## config.mk

```make
export PLATFORM = sky130hd
export DESIGN_NAME = program_loader
export DESIGN_NICKNAME = d
export VERILOG_FILES = /design/src/rtl/program_loader.sv
export SDC_FILE = /design/constraint.sdc
export NUM_CORES = 1
export LEC_CHECK = 0
export CAP_MARGIN = 20
export CORE_MARGIN = 10
export CORE_UTILIZATION = 56
export CTS_BUF_LIST = sky130_fd_sc_hd__clkbuf_4
export DETAILED_ROUTE_END_ITERATION = 16
export GPL_ROUTABILITY_DRIVEN = 0
export PLACE_DENSITY_LB_ADDON = 0.2
export SYNTH_ARGS = -nofsm -noshare
export SYNTH_HDL_FRONTEND = slang
export SYNTH_SLANG_ARGS = --single-unit
```

## constraint.sdc

```tcl
create_clock -name clk -period 2.3 [get_ports clk]
set_input_delay 0.345 -clock clk [delete_from_list [all_inputs] [get_ports clk]]
set_output_delay 0.345 -clock clk [all_outputs]
set_load 0.05 [all_outputs]
```

## src/rtl/program_loader.sv

```systemverilog
// program_loader: assembles a host byte stream into instruction words and writes them to memory while holding the CPU.
module program_loader #(
    parameter int width = 32,
    parameter int DEPTH = 64
) (
    input  logic             clk,
    input  logic             rst,
    input  logic             start,
    input  logic             byte_valid,
    input  logic [7:0]       byte_data,
    output logic             byte_ready,
    output logic             mem_rst,
    output logic             mem_write,
    output logic [width-1:0] mem_data,
    output logic [7:0]       words_loaded,
    output logic             cpu_hold,
    output logic             done,
    output logic             error
);
    localparam int BYTES = width / 8;
    localparam int IW = BYTES > 1 ? $clog2(BYTES) : 1;
    localparam logic [IW-1:0] LAST = IW'(BYTES - 1);

    typedef enum logic [2:0] {IDLE, CLEAR, COUNT, DATA, DONE, ERR} state_t;
    state_t state, nxt;

    logic             hs;
    logic [7:0]       n;
    logic [IW-1:0]    idx;
    logic [width-1:0] shreg, word;

    assign hs = byte_valid && byte_ready;

    always_ff @(posedge clk) begin
        if (!rst) state <= IDLE;
        else state <= nxt;
    end

    always_comb begin
        nxt = state;
        case (state)
            IDLE, DONE, ERR: nxt = start ? CLEAR : state;
            CLEAR:           nxt = COUNT;
            COUNT:           nxt = !hs ? COUNT : byte_data == 8'd0 ? DONE : 32'(byte_data) > DEPTH ? ERR : DATA;
            DATA:            nxt = (mem_write && words_loaded == n) ? DONE : DATA;
            default:         nxt = IDLE;
        endcase
    end

    always_comb begin
        byte_ready = state == COUNT || state == DATA;
        mem_rst    = state == CLEAR;
        done       = state == DONE;
        error      = state == ERR;
        cpu_hold   = state != DONE;
    end

    // word as it will look once the current byte lands at its lane
    always_comb begin
        word = shreg;
        word[idx*8 +: 8] = byte_data;
    end

    always_ff @(posedge clk) begin
        if (!rst) begin
            mem_write    <= 1'b0;
            mem_data     <= '0;
            words_loaded <= '0;
            n            <= '0;
            idx          <= '0;
            shreg        <= '0;
        end else begin
            mem_write <= hs && state == DATA && idx == LAST;
            if (state == CLEAR) begin
                words_loaded <= '0;
                idx          <= '0;
                shreg        <= '0;
            end
            if (hs && state == COUNT) n <= byte_data;
            if (hs && state == DATA) begin
                shreg <= word;
                idx   <= idx == LAST ? '0 : idx + IW'(1);
                if (idx == LAST) begin
                    mem_data     <= word;
                    words_loaded <= words_loaded + 8'd1;
                end
            end
        end
    end
endmodule

```

Yosys cells after proc, flatten, opt, wreduce, memory -nomap -nowiden
Index checks and enable logic that the tools add are counted.

operators by class
  $add $sub $neg = 3
  multipliers = 0
  divide/modulo/power cells = 0
  order comparisons = 1
  equal/unequal tests = 9
  shifts and indexed selects = 2
  multiplexer cells = 15
  bitwise gates (word level) = 0
  reduce and logical (&&, ||, !) cells = 11

operator list
  operator                 number
  $mux 32                  2
  $neg 5->34               1
  $shift 8x34->32 const A  1
  $shiftx 8x34->32         1
  $bwmux 32                1
  $mux 8                   3
  $mux 3                   5
  $pmux 3 s4               1
  $add 8x1->8 const B      1
  $eq 8x8->1               1
  $gt 8x7->1 const B       1
  $logic_not 8->1          1
  $eq 3x2->1 const B       2
  $eq 3x3->1 const B       2
  $mux 2                   3
  $logic_and 1x1->1        5
  $eq 3x1->1 const B       1
  $logic_not 3->1          1
  $ne 3x3->1 const B       1
  $reduce_or 3->1          1
  $add 2x1->2 const B      1
  $eq 2x2->1 const B       1
  $ne 2x2->1 const B       1
  $reduce_and 2->1         1
  other kinds (2)          2

storage, ports and cells
  register bits = 86
  latch bits = 0
  memory bits (writable) = 0
  bits in read-only memories = 0
  input bits = 12
  output and inout port bits = 46
  logic and storage cells = 48
  memories kept = 0

Logic depth before layout (Yosys ltp)
  word-level depth = 5
  depth in mapped cells = 7
  gate-level depth less buffers = 6

Least setup slack after synthesis
No wires, ideal clock.

  path type = register to output
  start point = register state[2]
  end point = output cpu_hold
  arrival time = 2250 ps
  required time = 1955 ps
  setup slack = -295 ps
  cell stages (with the launch flop) = 4
  buffers on the path = 0
  cells stage by stage = dfxtp_1 -> inv_1 -> nor3_1 -> inv_1

between the ends
  cells in the longest elaborated chain, start to end = 1

RTL lines
  item                    line  RTL
  from (decl)             25    state_t state, nxt;
  from (signal assigned)  36    else state <= nxt;
  $ne 3x3->1              55    cpu_hold = state != DONE;
  to (decl)               16    output logic cpu_hold,

No other way between the ends.

Worst setup path in the final report
  start point = register words_loaded[4]
  end point = output words_loaded[4]

RTL lines
  item                    line  RTL
  from (decl)             15    output logic [7:0] words_loaded,
  from (signal assigned)  85    words_loaded <= words_loaded + 8'd1;

No word-level cell between the ends.

==> impl_metrics.sql <==
INSERT INTO impl_metrics (metric_group, metric, value, unit) VALUES
('outcome', 'status', 'finished, final reports clean', ''),
('sta', 'worst_pin_slew', '0.728', 'ns'),
('route', 'detail_route.vias_per_cell', '5.66', ''),
('yosys', 'synth_xor_area_share', '1.93', '%'),
('route', 'dr.first_iter.drc_count', '221', ''),
('die', 'core_area', '7180', 'sq um'),
('sta', 'max_freq', '0.463', 'GHz'),
('route', 'detail_route.wirelength', '9810', 'um'),
('power_and_ir_drop', 'p_sw_share', '29.9', '%'),
('sta', 'setup_violations', '0', ''),
('cells_and_area', 'nNetsFinal', '513', ''),
('setup_path', 'cp.buffers_inverters', '1', ''),
('sta', 'final.period_utilization', '93.8', '%'),
('global_route', 'globalRoute.totalOverflow', '0', ''),
('yosys', 'yosysSeqAreaShare', '42.1', '%'),
('route', 'firstDrtPassIters', '4', ''),
('yosys', 'synth_compound_gate_area_share', '26.1', '%'),
('setup_path', 'path_max_fanout', '7', ''),
('route', 'num_vias', '3383', ''),
('power_and_ir_drop', 'p_sw', '852', 'uW'),
('power_and_ir_drop', 'internal_power', '1.99', 'mW'),
('min_path', 'hold_path.class', 'flip-flop to flip-flop', ''),
('setup_path', 'worst_path_dominant_cell_family', 'buffers and inverters', ''),
('setup_path', 'worst_r2r_start', 'state[1]$_SDFFE_PN0P_', ''),
('die', 'fp.dieArea', '11100', 'sq um'),
('yosys', 'synth_adder_area_share', '2.14', '%'),
('setup_path', 'worst_setup_path_start_kind', 'flip-flop', ''),
('sta', 'drv_slew', '0', ''),
('die', 'core.rowCount', '31', ''),
('setup_path', 'reg2regPathDepth', '5', ''),
('cells_and_area', 'finish.cell_count_without_fillers', '598', ''),
('die', 'floorplan_die_height', '105', 'um'),
('setup_path', 'max_stage_delay', '0.87', 'ns'),
('power_and_ir_drop', 'vdd_ir_drop_max', '0.380', 'mV'),
('placement', 'post_dp_hpwl', '6890', 'um'),
('yosys', 'synth_flop_cell', 'dfxtp_1', ''),
('power_and_ir_drop', 'power_leakage', '1.67', 'nW'),
('sta', 'worst_slew_margin_rel', '51.5', '%'),
('cts', 'clock_tree_from_tritoncts', 'yes', ''),
('cts', 'cts_root_buf', 'clkbuf_4', ''),
('sta', 'setup_total_negative_slack', '0', 'ns'),
('route', 'post-route-drc-count', '0', ''),
('cells_and_area', 'flow.area_growth_from_synthesis', '20.1', '%'),
('sta', 'report.final.hold_viol_count', '0', ''),
('cts', 'cts.htree.levels', '3', ''),
('sta', 'grt_setup_unrepaired', 'false', ''),
('power_and_ir_drop', 'power.density', '580', 'nW/um^2'),
('cts', 'clkTransAtPathRegs', '0.13', 'ns'),
('global_route', 'global_route_wire_length_before_repair', '16600', 'um'),
('yosys', 'synth.area.mux_share', '0.643', '%'),
('yosys', 'postSynthCellCount', '440', ''),
('yosys', 'ys_async_sr_fraction', '0', '%'),
('yosys', 'synth-edff-count', '0', ''),
('setup_path', 'worst_setup_path_end_kind', 'output pin', ''),
('cts', 'worstSkewPairLatency', '0.45', 'ns'),
('yosys', 'synthesis.area', '4090', 'sq um'),
('yosys', 'syn-num-nets', '459', ''),
('cells_and_area', 'final_core_util', '68.4', '%'),
('setup_path', 'r2r_setup_slack', '0.35', 'ns'),
('power_and_ir_drop', 'share_seq_of_total_power', '53.7', '%'),
('yosys', 'post_synthesis_simple_gate_area_fraction', '21.8', '%'),
('yosys', 'synth_top_family_by_area', 'compound AO/OA/AOI/OAI gates', ''),
('setup_path', 'timing.critical_path.arrival', '1.81', 'ns'),
('yosys', 'post_synth.cell_area_avg', '9.29', 'sq um'),
('sta', 'layout_min_cycle_time', '2.16', 'ns'),
('placement', 'place.port_buffers', '57', ''),
('placement', 'placedCellCount', '582', ''),
('yosys', 'synth.lib_cells_used.distinct', '54', ''),
('route', 'routedWlPerCell', '16.4', 'um'),
('global_route', 'grt_max_degree', '47', ''),
('die', 'fp.dieW', '105', 'um');
[cell usage in the layout (no fill, tap or decap), types with 2 or more instances in the layout]
cell type	instances
a211oi_1	33
a21oi_1	49
a21oi_2	2
a2bb2oi_1	4
a2bb2oi_2	28
and4b_1	2
and4bb_2	2
buf_12	2
buf_4	21
clkbuf_4	9
clkdlybuf4s50_1	52
clkinv_4	4
clkinvlp_4	2
dfxtp_1	86
ha_1	7
inv_1	6
nand2_1	25
nand3_1	4
nand4_1	2
nor2_1	69
nor2b_1	33
nor3_1	7
nor3_2	2
nor4_1	6
o211ai_1	2
xnor2_1	8
[worst reg2reg max path, stage by stage, from the launching register on]
cell and delay, ns:
dfxtp_1 0.65, or3b_4 0.28, clkinv_4 0.11, nor2_8 0.58, a2bb2oi_1 0.19, nor2_1 0.10
[final cells by class]
class	count	area, sq um
well taps	99	124
clock buffers	9	67.6
multi-input cells	313	2160
clock inverters	7	75.1
fillers	577	2270
inverters	8	35.0
repair buffers	76	727
flip-flops and latches	86	1720
[registers in the layout, indices dropped and copies added (netlist names)]
signal	cells
words_loaded	8
mem_write	1
idx	2
state	3
mem_data	32
shreg	32
n	8
[synth_stat cells, drive strengths merged (2+ instances only)]
cell type | n | area (sq um)
dfxtp | 86 | 1720
nor2 | 72 | 292
a21oi | 51 | 263
a211oi | 34 | 260
nor2b | 33 | 206
a2bb2oi | 32 | 455
nand2 | 25 | 93.8
buf | 22 | 138
clkbuf | 11 | 42.5
nor3 | 9 | 50.1
xnor2 | 8 | 70.1
ha | 7 | 87.6
inv | 7 | 26.3
nor4 | 7 | 58.8
nand3 | 4 | 20.0
nand4 | 3 | 25.0
and4b | 2 | 20.0
and4bb | 2 | 25.0
mux2 | 2 | 26.3
o211ai | 2 | 15.0
o21ai | 2 | 10.0
[stage by stage]
step | area, sq um | power, mW | hold slack (ns) | setup slack (ns)
after CTS | 4910 | 2.86 | 0.484 | 0.132
after global placement | 4770 | 2.00 | 0.456 | 0.128
after floorplan | 4090 | 1.90 | 0.448 | 0.199
after global routing | 4910 | 2.97 | 0.502 | 0.0125
after detailed placement | 4770 | 2.01 | 0.466 | 0.0624
final | 4910 | 2.85 | 0.483 | 0.142
[power groups by stage]
| stage | Clock [mW] | Combinational (mW) | Sequential, mW |
|---|---|---|---|
| final | 0.870 | 0.449 | 1.53 |
| after global routing | 0.949 | 0.484 | 1.53 |
| after CTS | 0.884 | 0.450 | 1.53 |
| after detailed placement | 0 | 0.449 | 1.56 |
| after global placement | 0 | 0.443 | 1.56 |
| after floorplan | 0 | 0.344 | 1.56 |
[worst min-delay path by stage]
| stage | from | endpoint | cells after the start |
|---|---|---|---|
| 6_report | n[6]$_SDFFE_PN0P_ | n[6]$_SDFFE_PN0P_ | 2 |
| 5_1_grt | n[0]$_SDFFE_PN0P_ | n[0]$_SDFFE_PN0P_ | 2 |
| 4_1_cts | n[0]$_SDFFE_PN0P_ | n[0]$_SDFFE_PN0P_ | 2 |
| 3_5_place_dp | n[0]$_SDFFE_PN0P_ | n[0]$_SDFFE_PN0P_ | 2 |
| 3_3_place_gp | n[5]$_SDFFE_PN0P_ | n[5]$_SDFFE_PN0P_ | 2 |
| 2_1_floorplan | shreg[2]$_SDFFE_PN0P_ | shreg[2]$_SDFFE_PN0P_ | 2 |
[timing repair]
action | CTS | global route
hold buffers | 0 | 0
endpoints found under the hold margin | 0 | 0
endpoints found under the setup margin | 1 | 0
gates resized for setup | 1 | 0
[cells by family after synthesis]
group / after synthesis
adder cells (fa/ha/maj): 7
AO/OA/AOI/OAI: 128
XOR/XNOR: 9
buffers and inverters: 41
multiplexers: 2
AND/OR/NAND/NOR: 167
flip-flops: 86
[per-layer routing]
layer	vias up	GRT usage (%)	wire, um
met5	-	0	0
met4	0	6.57	194
met3	17	5.12	722
met2	113	26.5	4490
met1	1572	24.2	4400
li1	1681	-	-
No activity file was read; power rests on OpenSTA's default activity.
